### config.mk
export PLATFORM = sky130hd
export DESIGN_NAME = serial_sub
export DESIGN_NICKNAME = d
export VERILOG_FILES = /design/src/rtl/serial_sub_pkg.sv /design/src/rtl/serial_sub_fs.sv /design/src/rtl/serial_sub.sv
export SDC_FILE = /design/constraint.sdc
export NUM_CORES = 1
export LEC_CHECK = 0
export ABC_AREA = 0
export CAP_MARGIN = 5
export CORE_UTILIZATION = 54
export DETAILED_ROUTE_END_ITERATION = 12
export GPL_TIMING_DRIVEN = 1
export PLACE_DENSITY = 0.81
export SETUP_SLACK_MARGIN = 0.5
export SYNTH_ARGS = -nofsm -noshare
export SYNTH_HDL_FRONTEND = slang
export SYNTH_SLANG_ARGS = --single-unit
### constraint.sdc
create_clock -name clk -period 2 [get_ports clk]
set_input_delay 0.4 -clock clk [delete_from_list [all_inputs] [get_ports clk]]
set_output_delay 0.4 -clock clk [all_outputs]
set_load 0.03 [all_outputs]
### src/rtl/serial_sub_pkg.sv
// Shared definitions for the bit-serial subtractor: FSM state encoding and
// the default operand width.
package serial_sub_pkg;

    localparam int DEFAULT_WIDTH = 8;
    localparam int STATE_W       = 2;

    typedef enum logic [STATE_W-1:0] {
        IDLE = 2'd0,
        RUN  = 2'd1,
        DONE = 2'd2
    } state_t;

endpackage

### src/rtl/serial_sub_fs.sv
// Combinational 1-bit full subtractor: computes x - y - bin.
// d is the difference bit and bout the borrow into the next bit position.
module serial_sub_fs (
    input  logic x,
    input  logic y,
    input  logic bin,
    output logic d,
    output logic bout
);

    assign d    = x ^ y ^ bin;
    assign bout = (~x & y) | (~x & bin) | (y & bin);

endmodule

### src/rtl/serial_sub.sv
// Bit-serial subtractor. One difference bit per clock is produced LSB-first
// through a single full-subtractor cell with a registered borrow. A
// start/busy/done handshake is exposed to the controlling FSM. The results
// (diff, borrow, overflow) are registered and held until the next operation
// completes or a reset occurs.
module serial_sub
    import serial_sub_pkg::*;
#(
    parameter int WIDTH = DEFAULT_WIDTH
) (
    input  logic             clk,
    input  logic             reset_n,
    input  logic             start,
    input  logic [WIDTH-1:0] a,
    input  logic [WIDTH-1:0] b,
    output logic             busy,
    output logic             done,
    output logic [WIDTH-1:0] diff,
    output logic             borrow,
    output logic             overflow
);

    localparam int CW = $clog2(WIDTH + 1);

    state_t           state;
    state_t           next_state;

    logic [WIDTH-1:0] a_sh;
    logic [WIDTH-1:0] b_sh;
    logic [WIDTH-1:0] res_sh;
    logic             a_msb;
    logic             b_msb;
    logic             brw;
    logic [CW-1:0]    cnt;

    logic             cell_d;
    logic             cell_bout;
    logic             accept;
    logic             last_bit;
    logic [WIDTH-1:0] res_final;

    logic [WIDTH-1:0] diff_q;
    logic             borrow_q;
    logic             overflow_q;

    // A start is only honoured while idle or in the single DONE cycle.
    assign accept    = start && ((state == IDLE) || (state == DONE));
    assign last_bit  = (cnt == CW'(WIDTH - 1));
    assign res_final = {cell_d, res_sh[WIDTH-1:1]};

    serial_sub_fs u_fs (
        .x    (a_sh[0]),
        .y    (b_sh[0]),
        .bin  (brw),
        .d    (cell_d),
        .bout (cell_bout)
    );

    // State register with synchronous active-low reset.
    always_ff @(posedge clk) begin
        if (!reset_n) begin
            state <= IDLE;
        end else begin
            state <= next_state;
        end
    end

    // Next-state logic: WIDTH RUN cycles, then one DONE cycle.
    always_comb begin
        next_state = state;
        case (state)
            IDLE:    next_state = start ? RUN : IDLE;
            RUN:     next_state = last_bit ? DONE : RUN;
            DONE:    next_state = start ? RUN : IDLE;
            default: next_state = IDLE;
        endcase
    end

    // Handshake outputs decoded directly from the state.
    always_comb begin
        busy = 1'b0;
        done = 1'b0;
        case (state)
            RUN:     busy = 1'b1;
            DONE:    done = 1'b1;
            default: begin
                busy = 1'b0;
                done = 1'b0;
            end
        endcase
    end

    // Operand capture and the serial datapath: shift one bit through the cell per RUN cycle.
    always_ff @(posedge clk) begin
        if (!reset_n) begin
            a_sh   <= '0;
            b_sh   <= '0;
            res_sh <= '0;
            a_msb  <= 1'b0;
            b_msb  <= 1'b0;
            brw    <= 1'b0;
            cnt    <= '0;
        end else if (accept) begin
            a_sh   <= a;
            b_sh   <= b;
            res_sh <= '0;
            a_msb  <= a[WIDTH-1];
            b_msb  <= b[WIDTH-1];
            brw    <= 1'b0;
            cnt    <= '0;
        end else if (state == RUN) begin
            a_sh   <= a_sh >> 1;
            b_sh   <= b_sh >> 1;
            res_sh <= res_final;
            brw    <= cell_bout;
            cnt    <= cnt + CW'(1);
        end
    end

    // Result registers, loaded on the final RUN edge so they are valid together with done.
    always_ff @(posedge clk) begin
        if (!reset_n) begin
            diff_q     <= '0;
            borrow_q   <= 1'b0;
            overflow_q <= 1'b0;
        end else if ((state == RUN) && last_bit) begin
            diff_q     <= res_final;
            borrow_q   <= cell_bout;
            overflow_q <= (a_msb != b_msb) && (cell_d != a_msb);
        end
    end

    assign diff     = diff_q;
    assign borrow   = borrow_q;
    assign overflow = overflow_q;

endmodule

==> results.md, run 1 <==
* NumNets Final at around 240
* FP Rows at 19
* Design Power at 1550 uW
* Startpoint types: register
* Clk root buf: clkbuf_4
* Syn nets at approximately 210
* Slew Limit Fails at 0
* Max Cap Viol at 0
* Min-Delay Path Class: reg2reg
* Starting Density at around three fifths
* Worst setup path start: diff[2]
* Number of diodes at 0
* Final Hold Viols at 0
* Slew @ Worst Pin at between 400 and 500 ps
* GRT Util Overall at approximately a quarter
* Die height at roughly 57 um
* Terminus of the critical flop-to-flop path: overflow
* Die ar. at between 3000 and 4000 um^2
* Routed via count at around 1500
* Gpl congestion at between 0.7 and 0.8
* Reg2Reg Setup Slack at 550 ps
* RSZ-0062 raised after global routing: true
* Vias in the first global route at around 1400
* Seq cells post-synth at between 40 and 50
* VDD IR-drop max at about 0.00051 V
* Crit path time final at 1460 ps
* Crit Path Max Fanout at 2
* R2r startpoint: brw
* Syn Area/Cell at about 8.5 um^2
* Post-Synthesis Cells at 193
* Register area share after synthesis at roughly 50%
* WL final at 3.42 mm
* Area growth from synthesis to layout at 23.4%
* Number of synthesized flops with an enable pin at 0
* Number of I/O pins at 31
* Clock network latency to the later pin of the worst-skew pair at approximately 350 ps
* Min-Delay Endpoint: res_sh[1]
* CP Capture Type: output port
* Clock Sinks at 42
* Port Buf Inserts at 30
* Area share of the largest cell type after synthesis at ~51%
* Core area at between 2000 and 3000 um^2
* Worst-path cell chain: clkdlybuf4s15_1
* Slowest Stage Delay on Critical Path at 360 ps
* Most frequent cell after synthesis: dfxtp_1
* Status: finished, violations left
* Mapped cell area at 1650 um^2
* Initial antenna violation count at 0
* Share of layout cells above drive strength 1 at between 15 and 20%
* Critical path's slowest cell: clkdlybuf4s15_1
* Clock Pin Slew Worst Setup and Hold Paths at 120 ps
* DP Wirelength at approximately 2.2 mm
* Crit path DAT at 1060 ps
* Reg2reg path depth at 4
* Post-DR wirelength/cell at ~13 um
* DRC at 1
* Vias per std cell at about 5.8
* Top post-synthesis cells by area: dfxtp_1, a21oi_1, nand2_1
* CTS Hold Bufs at 0
* Post-synth cell types at 28
* CTS tree: built
* Final ANT Viol Nets at 0
* Largest net degree at the start of global routing at 37
* Most instantiated cells after synthesis: dfxtp_1, a21oi_1, nand2_1
* Ys async rst share at 0%
* TritonCTS Buffers at 5
* Ys Warns at 0
* Longest Clk Path Bufs at 2
* Hold path start: res_sh[1]
* TNS Setup at 0 ps
* Main synth FF type: dfxtp_1
* Max_slew headroom at between 60% and 70%
* Final period utilization at 72.8%
* Failing checks: design-rule violations
* Crit path max-delay family: buffers and inverters
* Hold Path Depth at 2
* P_leak at approximately 0.00072 uW
* Final setup violation count at 0
* H-tree depth at 2
* Die X at around 57 um
* Max frequency at 0.687 GHz
* Critical path class: reg2out
* Power per cell area at between 700 and 800 nW/um^2
* Buf/Inv on CP at 1
* Global route total overflow at 0
* Critical path required time at 1600 ps
* Drt pass-1 iters at 8
* Clock skew at 9.08 ps
* First-pass GRT wire length at between 5 and 6 mm
* Leading area contributor after synthesis: dfxtp_1
* Drt first-iter violations at 55
## where the power goes
group          switching, uW  total (uW)  internal, uW
logic                    120         218          97.6
clock network            267         436           169
registers               24.8         899           874
## cells in the final DEF, fill, tap and decap left out, types with 4 or more instances in the layout
master / netlist / routed
nor2_1: 6 / 6
dfxtp_1: 42 / 37
a21oi_1: 29 / 28
nand2_1: 25 / 25
nand3_1: 15 / 15
clkbuf_4: 0 / 5
a22oi_1: 4 / 4
clkdlybuf4s15_1: 0 / 6
clkdlybuf4s50_1: 0 / 18
buf_4: 4 / 5
nor3_1: 17 / 17
o21ai_0: 11 / 11
o22ai_1: 8 / 8
clkbuf_2: 0 / 5
dfxtp_2: 0 / 4
## cell families after synthesis
logic type / count (synthesis) / share of synthesized area, %
AOI/OAI and AO/OA: 57 / 19.1
xor gates and xnor gates: 2 / 1.06
DFF: 42 / 51.1
and+or+nand+nor: 72 / 20.7
buffers and inverters: 18 / 6.08
adders and majority gates: 2 / 1.98
## final cells by class
class | count | area (um^2)
clock buffers | 6 | 51.3
clock inverters | 2 | 12.5
fillers | 215 | 797
inverters | 3 | 18.8
multi-input cells | 133 | 726
flip-flops and latches | 42 | 850
well taps | 31 | 38.8
repair buffers | 36 | 329
repair inverters | 1 | 6.26
## worst max path at each step
stage | to | depth (start not counted)
finish | diff[2] | 1
global route | done | 2
CTS | done | 2
detailed placement | res_sh[7] | 4
global placement | res_sh[7] | 4
floorplan | overflow | 4
## state kept, by name (all words and copies together), names as in the netlist
name,count
b_sh,8
brw,1
overflow,1
a_msb,1
res_sh,7
a_sh,8
b_msb,1
cnt,4
borrow,1
diff,8
state,2
## worst register-to-register path, stage by stage, from the launching register on
cell and delay [ps]:
dfxtp_2 350, fa_2 610, and3b_1 180, a21oi_2 50, a211oi_2 200
## per-stage QoR
step	utilization [%]	cell area, um^2	std cells	setup slack, ps	hold WS (ps)
final	71.8	2030	254	544	469
after global routing	71.8	2030	254	490	490
after CTS	71.2	2010	253	351	471
after detailed placement	67.8	1920	242	251	453
after global placement	67.8	1920	242	374	452
after floorplan	-	1650	193	643	437
## metal layers
layer | wire length, um | track usage [%] | vias up
li1 | - | - | 740
met1 | 1440 | 26.6 | 688
met2 | 1810 | 40.7 | 35
met3 | 133 | 6.12 | 4
met4 | 36 | 10.8 | 0
met5 | 0 | 0 | -
## repair_timing
action	CTS	global route
cloned	1	0
resized for setup	23	23
pin swaps	3	4
endpoints found under the setup margin	13	19
setup buffers	2	1
No activity file was read; power rests on OpenSTA's default activity.
==> run 2, diff against run 1 <==
--- a/config.mk
+++ b/config.mk
@@ -7,10 +7,10 @@
 export LEC_CHECK = 0
 export ABC_AREA = 0
 export CAP_MARGIN = 5
-export CORE_UTILIZATION = 54
+export CORE_UTILIZATION = 45
 export DETAILED_ROUTE_END_ITERATION = 12
 export GPL_TIMING_DRIVEN = 1
-export PLACE_DENSITY = 0.81
+export PLACE_DENSITY = 0.72
 export SETUP_SLACK_MARGIN = 0.5
 export SYNTH_ARGS = -nofsm -noshare
 export SYNTH_HDL_FRONTEND = slang
==> constraint.sdc (replaced) <==
create_clock -name clk -period 1.31 [get_ports clk]
set_input_delay 0.262 -clock clk [delete_from_list [all_inputs] [get_ports clk]]
set_output_delay 0.262 -clock clk [all_outputs]
set_load 0.03 [all_outputs]
==> run 2 against run 1 <==
  * The flow finishes with violations (negative setup slack)
  * Wire length up 71%
  * Via count up 22%
  * Hold slack better by 4.4 ps
  * Count of clock-buffer cells in the layout down 1
  * Sequential cell count unchanged
  * Largest power group unchanged
  * Highest routed layer unchanged
==> results.md, run 2 (synthesis gave the netlist of run 1 again) <==
* Status: finished, violations left
* Failing checks: negative setup slack
* Largest net degree at the start of global routing at 29
* Starting Density at ~48%
* Crit Path Max Fanout at 4
* TritonCTS Buffers at 5
* Clock network latency to the later pin of the worst-skew pair at roughly 380 ps
* Vias per std cell at 5.87
* WL final at a little under 6 mm
* Die ar. at around 4000 um^2
* Routed via count at ~1800
* Post-DR wirelength/cell at approximately 19 um
* Min-Delay Path Class: reg2reg
* VDD IR-drop max at between 0.0006 and 0.0007 V
* Max frequency at slightly below 0.7 GHz
* P_leak at around 0.0011 uW
* Port Buf Inserts at 30
* Max_slew headroom at about two thirds
* Leading cell type in the layout, fill and taps excluded: dfxtp_1
* Crit path DAT at approximately 1800 ps
* Final Hold Viols at 0
* DRC at 0
* NumNets Final at 280
* Number of diodes at 0
* Final ANT Viol Nets at 0
* GRT Util Overall at 27.1%
* CTS Hold Bufs at 0
* Critical path class: reg2reg
* Power per cell area at 949 nW/um^2
* Worst slack, placed at -136 ps
* H-tree depth at 2
* Design Power at 2820 uW
* Initial antenna violation count at 0
* Core area at between 3000 and 4000 um^2
* Slew @ Worst Pin at about 500 ps
* CTS tree: built
* Startpoint types: register
* Share of layout cells above drive strength 1 at a little under three fifths
* Max Cap Viol at 0
* Commonest non-fill, non-tap cells in the layout: dfxtp_1, a21oi_1, buf_6
* FP Rows at 21
* Clock Sinks at 42
* Number of I/O pins at 31
* Final setup violation count at 22
* Clock skew at 23.3 ps
* R2r startpoint: a_sh[0]
* Worst setup path start: a_sh[0]
* Clock Pin Slew Worst Setup and Hold Paths at approximately 150 ps
* Drt first-iter violations at between 150 and 200
* Worst Setup Slack, final at -145 ps
* Global route total overflow at 0
* First-pass GRT wire length at about 8 mm
* Drt pass-1 iters at 5
* Gpl congestion at between 0.7 and 0.8
* Hold path start: diff[5]
* Vias in the first global route at 1792
* Crit path time final at 1460 ps
* Die X at 62.5 um
* Critical path required time at roughly 1600 ps
* Clk root buf: clkbuf_4
* Die height at 62.5 um
* Area growth from synthesis to layout at 80.1%
* Util after Layout at 86.8%
* DP Wirelength at ~2.5 mm
* Layout fillers at between 150 and 200
* CP Capture Type: register
* Longest Clk Path Bufs at 2
* Slew Limit Fails at 0
* RSZ-0062 raised after global routing: true
* Final period utilization at 111%
run 2: path summary, 6_finish.rpt:
path              endpoint  slack [ps]  depth (start not counted)
setup / recovery  overflow        -150                          5
hold / removal     diff[5]         470                          2
setup reg to reg  overflow        -150                          5
hold reg to reg    diff[5]         470                          2
run 2: layout make-up:
| class | instances | area [um^2] | share of cell area, % |
|---|---|---|---|
| inverters | 3 | 23.8 | 0.802 |
| clock buffers | 5 | 37.5 | 1.27 |
| flip-flops and latches | 42 | 871 | 29.4 |
| repair inverters | 2 | 32.5 | 1.10 |
| multi-input cells | 134 | 1070 | 36.2 |
| repair buffers | 71 | 846 | 28.5 |
| well taps | 46 | 57.6 | 1.94 |
| clock inverters | 3 | 25.0 | 0.844 |
run 2: worst max-delay path, cell delays in order, from the launching register on:
cell	delay, ps
dfxtp_2	380
inv_2	40
fa_2	560
and3b_1	190
a21oi_2	50
a211oi_2	170
run 2: report_power, final:
part           internal, uW  switching, uW  leakage (uW)
sequential             1330           53.0      0.000351
clock                   219            485     0.0000318
combinational           387            340      0.000728
total                  1940            877       0.00111
run 2: timing repair:
item | in CTS | in global routing
hold endpoints to repair | 0 | 0
pin swaps | 16 | 19
setup buffers | 18 | 9
cloned | 5 | 3
resized for setup | 142 | 23
setup endpoints to repair | 54 | 54
run 2: per-layer routing:
layer,GRT usage [%],wire length (um),part of all wire (%)
met1,28.2,2250,38
met5,0,0,0
met4,14.0,278,4.7
met2,50.5,3040,52
met3,5.47,297,5.1
run 2: stage by stage:
stage | std cells | setup TNS [ps] | hold slack (ps) | instance area [um^2]
6_report | 306 | -777 | 473 | 2970
5_1_grt | 306 | -2250 | 486 | 2970
4_1_cts | 294 | -276 | 457 | 2720
3_5_place_dp | 263 | -2850 | 464 | 2180
3_3_place_gp | 263 | -2190 | 452 | 2180
2_1_floorplan | 193 | -44.7 | 400 | 1900
